### src/rtl/fnd_scan_display.sv
// fnd_scan_display
//   Converts a 14-bit binary value into four BCD digits with a sequential
//   shift-add-3 engine, then time-multiplexes the digits onto a 4-digit
//   common-anode seven-segment display (active-low) with optional
//   leading-zero blanking.
//
// Ports
//   clk        system clock
//   reset      asynchronous, active-high reset
//   i_value    binary value to display (values above 9999 show as 9999)
//   i_valid    one-cycle strobe, i_value sampled while high
//   fnd_com    digit enables, active-low one-hot, bit0 = ones digit
//   fnd_data   segments {dp,g,f,e,d,c,b,a}, active-low
//   o_busy     high while a conversion is in progress
//   o_disp_bcd currently displayed BCD {thousands,hundreds,tens,ones}
module fnd_scan_display #(
    parameter int CLK_FREQ_HZ   = 100_000_000,
    parameter int SCAN_HZ       = 1000,
    parameter int BLANK_LEADING = 1
) (
    input  logic        clk,
    input  logic        reset,
    input  logic [13:0] i_value,
    input  logic        i_valid,
    output logic [3:0]  fnd_com,
    output logic [7:0]  fnd_data,
    output logic        o_busy,
    output logic [15:0] o_disp_bcd
);

    localparam int              DIV       = CLK_FREQ_HZ / SCAN_HZ;
    localparam int              CNT_W     = (DIV > 1) ? $clog2(DIV) : 1;
    localparam logic [CNT_W-1:0] CNT_MAX  = CNT_W'(DIV - 1);
    localparam logic            BLANK_EN  = (BLANK_LEADING != 0);
    localparam logic [13:0]     VALUE_MAX = 14'd9999;

    localparam logic [1:0] ST_IDLE = 2'd0;
    localparam logic [1:0] ST_CONV = 2'd1;
    localparam logic [1:0] ST_LOAD = 2'd2;

    // Four decimal digits cannot hold more than 9999.
    function automatic logic [13:0] sat_value(input logic [13:0] v);
        return (v > VALUE_MAX) ? VALUE_MAX : v;
    endfunction

    // Add 3 to every nibble >= 5 so the following left shift carries
    // correctly into the next decimal digit.
    function automatic logic [15:0] dabble_adjust(input logic [15:0] b);
        logic [15:0] r;
        r = b;
        for (int i = 0; i < 4; i++) begin
            if (b[i*4 +: 4] >= 4'd5) begin
                r[i*4 +: 4] = b[i*4 +: 4] + 4'd3;
            end
        end
        return r;
    endfunction

    function automatic logic [7:0] seg_decode(input logic [3:0] nib, input logic blank);
        logic [7:0] s;
        case (nib)
            4'd0:    s = 8'hC0;
            4'd1:    s = 8'hF9;
            4'd2:    s = 8'hA4;
            4'd3:    s = 8'hB0;
            4'd4:    s = 8'h99;
            4'd5:    s = 8'h92;
            4'd6:    s = 8'h82;
            4'd7:    s = 8'hF8;
            4'd8:    s = 8'h80;
            4'd9:    s = 8'h90;
            default: s = 8'hFF;
        endcase
        return blank ? 8'hFF : s;
    endfunction

    function automatic logic [3:0] com_decode(input logic [1:0] idx);
        case (idx)
            2'd0:    return 4'b1110;
            2'd1:    return 4'b1101;
            2'd2:    return 4'b1011;
            default: return 4'b0111;
        endcase
    endfunction

    logic [1:0]       state_q, state_d;
    logic [13:0]      bin_q, bin_d;
    logic [15:0]      bcd_q, bcd_d;
    logic [3:0]       iter_q, iter_d;
    logic             busy_q, busy_d;
    logic [15:0]      disp_q, disp_d;
    logic             pend_q, pend_d;
    logic [13:0]      pend_val_q, pend_val_d;
    logic [CNT_W-1:0] scan_cnt_q, scan_cnt_d;
    logic [1:0]       scan_idx_q, scan_idx_d;
    logic [3:0]       com_q, com_d;
    logic [7:0]       data_q, data_d;
    logic [29:0]      shift_w;
    logic [3:0]       nib_w;
    logic             blank_w;

    // Conversion control and the single-entry pending slot.
    always_comb begin
        state_d    = state_q;
        bin_d      = bin_q;
        bcd_d      = bcd_q;
        iter_d     = iter_q;
        busy_d     = busy_q;
        disp_d     = disp_q;
        pend_d     = pend_q;
        pend_val_d = pend_val_q;
        shift_w    = {dabble_adjust(bcd_q), bin_q} << 1;

        case (state_q)
            ST_IDLE: begin
                if (pend_q || i_valid) begin
                    bin_d   = sat_value(pend_q ? pend_val_q : i_value);
                    bcd_d   = '0;
                    iter_d  = 4'd14;
                    busy_d  = 1'b1;
                    state_d = ST_CONV;
                    pend_d  = 1'b0;
                    // A strobe arriving while the pending value is taken
                    // becomes the next pending value rather than being lost.
                    if (pend_q && i_valid) begin
                        pend_d     = 1'b1;
                        pend_val_d = i_value;
                    end
                end
            end
            ST_CONV: begin
                bcd_d  = shift_w[29:14];
                bin_d  = shift_w[13:0];
                iter_d = iter_q - 4'd1;
                if (iter_q == 4'd1) begin
                    state_d = ST_LOAD;
                end
            end
            ST_LOAD: begin
                disp_d  = bcd_q;
                busy_d  = 1'b0;
                state_d = ST_IDLE;
            end
            default: state_d = ST_IDLE;
        endcase

        // Strobes during CONV or LOAD never abort the conversion; last one wins.
        if (state_q != ST_IDLE && i_valid) begin
            pend_d     = 1'b1;
            pend_val_d = i_value;
        end
    end

    // Free-running digit scan, independent of conversion.
    always_comb begin
        scan_cnt_d = (scan_cnt_q == CNT_MAX) ? '0 : scan_cnt_q + CNT_W'(1);
        scan_idx_d = (scan_cnt_q == CNT_MAX) ? scan_idx_q + 2'd1 : scan_idx_q;

        // A digit blanks when it and every higher digit are zero.
        case (scan_idx_q)
            2'd0:    begin nib_w = disp_q[3:0];   blank_w = 1'b0; end
            2'd1:    begin nib_w = disp_q[7:4];   blank_w = BLANK_EN && (disp_q[15:4]  == 12'd0); end
            2'd2:    begin nib_w = disp_q[11:8];  blank_w = BLANK_EN && (disp_q[15:8]  == 8'd0); end
            default: begin nib_w = disp_q[15:12]; blank_w = BLANK_EN && (disp_q[15:12] == 4'd0); end
        endcase

        com_d  = com_decode(scan_idx_q);
        data_d = seg_decode(nib_w, blank_w);
    end

    always_ff @(posedge clk or posedge reset) begin
        if (reset) begin
            state_q    <= ST_IDLE;
            bin_q      <= '0;
            bcd_q      <= '0;
            iter_q     <= '0;
            busy_q     <= 1'b0;
            disp_q     <= '0;
            pend_q     <= 1'b0;
            pend_val_q <= '0;
            scan_cnt_q <= '0;
            scan_idx_q <= '0;
            com_q      <= 4'b1110;
            data_q     <= 8'hC0;
        end else begin
            state_q    <= state_d;
            bin_q      <= bin_d;
            bcd_q      <= bcd_d;
            iter_q     <= iter_d;
            busy_q     <= busy_d;
            disp_q     <= disp_d;
            pend_q     <= pend_d;
            pend_val_q <= pend_val_d;
            scan_cnt_q <= scan_cnt_d;
            scan_idx_q <= scan_idx_d;
            com_q      <= com_d;
            data_q     <= data_d;
        end
    end

    assign fnd_com    = com_q;
    assign fnd_data   = data_q;
    assign o_busy     = busy_q;
    assign o_disp_bcd = disp_q;

endmodule

### config.mk
export PLATFORM = sky130hd
export DESIGN_NAME = fnd_scan_display
export DESIGN_NICKNAME = d
export VERILOG_FILES = /design/src/rtl/fnd_scan_display.sv
export SDC_FILE = /design/constraint.sdc
export NUM_CORES = 1
export LEC_CHECK = 0
export CORE_MARGIN = 2
export CORE_UTILIZATION = 61
export CTS_CLUSTER_DIAMETER = 80
export CTS_CLUSTER_SIZE = 10
export DETAILED_ROUTE_END_ITERATION = 10
export PLACE_DENSITY = 0.85
export REMOVE_ABC_BUFFERS = 1
export SLEW_MARGIN = 20
export SYNTH_ARGS = -nofsm -noshare
export SYNTH_HDL_FRONTEND = slang
export SYNTH_SLANG_ARGS = --single-unit
export TNS_END_PERCENT = 20
### constraint.sdc
create_clock -name clk -period 7.6 [get_ports clk]
set_input_delay 1.9 -clock clk [delete_from_list [all_inputs] [get_ports clk]]
set_output_delay 1.9 -clock clk [all_outputs]
set_load 0.01 [all_outputs]
Word-level counts from Yosys, hierarchy flattened:

Memory sizes are Yosys's and may differ from the RTL's.
Cells that the tools add are included.

* register bits: 99
* memories: 1
* bits in read-only memories: 112

* magnitude comparators: 5
* equal/unequal tests: 8
* multiplexer cells: 30
* reduce and logical (&&, ||, !) cells: 19
* add/subtract/negate cells: 7

Memories
* (name not given): words 16, width 7, read ports 1, clocked after Yosys merged registers in 0, write ports 0, line 61 `case (nib)`

Operators with widths (count)
* 14-bit 2-to-1 mux: 7
* 16-bit case mux with 2 select lines: 1
* 14-bit case mux with 2 select lines: 1
* 4-bit case mux with 3 select lines: 2
* 17-bit by 1-bit adder with 17-bit output, second input constant: 1
* 17-bit equality test, second input constant: 1
* 17-bit 2-to-1 mux: 1
* 4-bit by 3-bit >= comparator with 1-bit output, second input constant: 4
* 16-bit 2-to-1 mux: 1
* 4-bit 2-to-1 mux: 4
* 14-bit greater-than comparator, second input constant: 1
* 4-bit by 2-bit adder with 4-bit output, second input constant: 3
* 12-bit logical NOT: 1
* 2-bit nonzero test: 6
* 8-bit logical NOT: 1
* 8-bit 2-to-1 mux: 1
* 4-bit case mux with 2 select lines: 1
* 2-bit AND reduction: 4
* 1-bit 2-to-1 mux: 5
* 2-bit by 1-bit equality test with 1-bit output, second input constant: 2
* 2-bit equality test, second input constant: 2
* 4-bit by 1-bit equality test with 1-bit output, second input constant: 1
* 2-bit logical NOT: 2
* 4-bit logical NOT: 1
* 12 further kinds: 15

Depth between registers and ports, before layout:

* word-level depth: 5
* gate-level depth with buffers: 8
* mapped depth without buffers: 8

Least setup slack after synthesis:

Ideal clock, no wire load.

* path kind: in2reg
* from: input i_valid
* to: register bcd_q[3]
* stages on the path: 5
* required time: 7.478 ns
* arrival time: 2.799 ns
* setup time: 0.122 ns
* path buffers: 1
* setup slack: 4.679 ns
* cell sequence: nor3_1 nor2_1 clkbuf_1 o31ai_1 a32o_1

* longest elaborated chain between the ends: 3

Ends and longest elaborated chain
* from (decl): line 24 `input logic i_valid,`
* 1-bit logical OR: line 116 `if (pend_q || i_valid) begin`
* 2-bit != test (no source line)
* 2-bit AND reduction (no source line)
* to (signal assigned): line 175 `bcd_q <= '0;`
* to (signal assigned): line 188 `bcd_q <= bcd_d;`
* to (decl): line 88 `logic [15:0] bcd_q, bcd_d;`

No other way between the ends.
A chain may end at the register's enable or synchronous reset.

Final worst setup path:

* from: input i_valid
* to: register iter_q[3]

* longest elaborated chain between the ends: 3

Ends and longest elaborated chain
* 1-bit logical OR: line 116
* 2-bit != test (no source line)
* 2-bit AND reduction (no source line)
* to (signal assigned): line 189 `iter_q <= iter_d;`
* to (decl): line 89 `logic [3:0] iter_q, iter_d;`

No other way between the ends.

==> run metrics <==
Hold Vio Cnt, Final 0; core area about 7300 sq um; TNS Setup 0 ps; met3 routed WL between 300 and 400 microns; unique cell type count in the Yosys netlist 54; Syn Inst Count 429; Antenna Nets Post-Route 0; leakage power about 2.4 nW; required time worst endpoint between 7000 and 8000 ps; asr flop ratio synth 100%; setup ws final around 4200 ps; initial antenna violation count 0; Skew-Pair Late Insertion Delay ~360 ps; pre-CTS WS 3610 ps; post-placement cell count approximately 560; vias in the first global route around 3,400; grt total ovfl 0; vias per cell approximately 5.9; most common cell after layout, fill and taps aside dfrtp_1; most frequent cells in the layout dfrtp_1, clkdlybuf4s50_1, nand2_1, o21ai_0, mux2_2; Num CTS Buffers 9; Mean Syn Cell Area 10.9 sq um; I/O Buffers 44; crit path max fanout 21; Clock Skews between 10 and 15 ps; hold_buf cts 0; Yosys reg bits 98; row cnt 31; Die Area 8370 sq um; final number of setup-violating endpoints 0; largest net degree at the start of global routing 63; VDD IR max roughly 0.18 mV; RSZ-0062 raised after global routing no; postcts setup bufs 0; WS Path Type in2reg; post-synthesis cell area roughly 4700 sq um; max-slew violation count 0; f_max about 300 MHz; Final Util about 74%; initial core utilization a little under two thirds; Diodes inserted 0; first-pass GRT wire length between 15,000 and 20,000 microns; Post-synth top flop dfrtp_1; GRT Util Overall 22.9%; TritonCTS clock tree done; Power Total 1.80 mW; Routed met2 length 4390 microns; drt wl/cell roughly 16 microns; Final min period around 3400 ps; Yosys Warn Count 0; GP Congestion between 0.8 and 0.9; First DRT Iteration DRCs between 200 and 250; final std cells w/o fill 574; Final period util ~45%; worst slew pin tran between 1000 and 1500 ps; Power Density about 330 nW/um^2; fraction of layout cells with a size suffix above 1 between 10% and 20%; top sig layer met4; post_cts resized 0; die width between 90 and 100 microns; routed wire length ~9000 microns; Clock Path Buffers 2; status complete, no violations; Syn-to-layout area delta 15.5%; H-tree levels 3; Clock transition at path regs 90 ps; Post-Route M1 WL approximately 4000 microns; Detailed Place HPWL around 6300 microns; Via Count 3,406; Residual DRC 0; Pre-antenna DRT Iters 8; Final #Nets 505; critical path startpoint category input pin; Setup crit end kind flip-flop; I/O Pins between 40 and 50; Die Ht approximately 90 microns; Crit path arrival time 3640 ps; max cap viols 0; Num Clock Sinks between 90 and 100; HP Class reg2reg; Seq/Total Area, Yosys 52.6%; number of synthesized flops with an enable pin 0; Root Buffer clkbuf_8; max_slew headroom between 20% and 30%
==> cells in the mapped netlist (2+ instances only) <==
library cell | number | share of area [%]
o31ai_1 | 5 | 0.80
and4_1 | 2 | 0.38
a21oi_1 | 16 | 1.7
nor2b_1 | 5 | 0.67
o32ai_1 | 2 | 0.38
dfrtp_1 | 94 | 50
mux2_2 | 25 | 6.0
dfstp_2 | 4 | 2.3
nor4_1 | 4 | 0.54
nand2b_1 | 7 | 0.94
inv_1 | 20 | 1.6
xnor2_1 | 14 | 2.6
and2_1 | 2 | 0.27
a22oi_1 | 7 | 1.1
a22o_1 | 4 | 0.75
o22a_1 | 2 | 0.38
o21ai_0 | 34 | 3.6
o211ai_1 | 2 | 0.32
a211o_1 | 4 | 0.75
buf_2 | 4 | 0.43
mux2i_1 | 12 | 2.6
nand3_1 | 8 | 0.86
nor2_1 | 25 | 2.0
nand2_1 | 38 | 3.1
nor3b_1 | 2 | 0.32
a32o_1 | 5 | 1.1
o22ai_1 | 5 | 0.67
o21a_1 | 2 | 0.32
xor2_1 | 10 | 1.9
nand4_1 | 6 | 0.80
a222oi_1 | 3 | 0.64
clkbuf_1 | 10 | 0.80
ha_1 | 18 | 4.8
nor3_1 | 8 | 0.86
==> final timing paths <==
path	from	endpoint	slack, ps	cells past startpoint
worst max-delay path	i_valid	iter_q[3]	4180	6
worst min-delay path	scan_cnt_q[4]	scan_cnt_q[4]	490	1
worst max register to register	pend_q	iter_q[3]	5200	5
worst min register to register	scan_cnt_q[4]	scan_cnt_q[4]	490	1
max in group asynchronous	reset	bcd_q[9]	4510	3
min in group asynchronous	reset	scan_cnt_q[14]	1910	2
==> state kept, by name (all words and copies together), names as in the netlist <==
name        cells
scan_cnt_q     17
bcd_q          16
o_disp_bcd     16
bin_q          14
pend_val_q     14
fnd_data        7
fnd_com         4
iter_q          4
scan_idx_q      2
state_q         2
o_busy          1
pend_q          1
==> power breakdown <==
part | switching [mW] | internal (mW) | total (mW)
Sequential | 0.138 | 0.666 | 0.803
Combinational | 0.329 | 0.330 | 0.659
Clock | 0.174 | 0.168 | 0.343
==> logic make-up after synthesis <==
family	synth area share (%)
xor gates and xnor gates	4.50
AOI/OAI and AO/OA	13.8
adders and majority gates	4.82
buffers and inverters	3.32
other	0.0803
DFF	52.6
and+or+nand+nor	12.3
muxes	8.60
==> critical path, stage by stage <==
cell and delay [ps]:
clkdlybuf4s50_1 610, nor3_1 100, or2_2 510, nor4_1 300
xnor2_1 160, nand2_1 60
==> stage by stage <==
stage | instance area, sq um | hold slack [ps]
2_1_floorplan | 4590 | 450
3_3_place_gp | 5180 | 464
3_5_place_dp | 5190 | 476
4_1_cts | 5390 | 493
5_1_grt | 5390 | 512
6_report | 5390 | 493
==> cell type report <==
cell class                 instances  area [sq um]
sequential                        98          2460
fill                             490          1940
tap                               99           124
timing repair buffer              46           455
clock inverter                     5          52.6
clock buffer                      11           151
multi-input combinational        294          2070
inverter                          21          80.1
==> layer usage <==
layer / global-route usage [%] / vias up
met1: 30.9 / 1688
met5: 0 / -
met3: 3.24 / 20
li1: - / 1608
met2: 36.2 / 90
met4: 12.0 / 0
(Power assumes the default switching activity.)
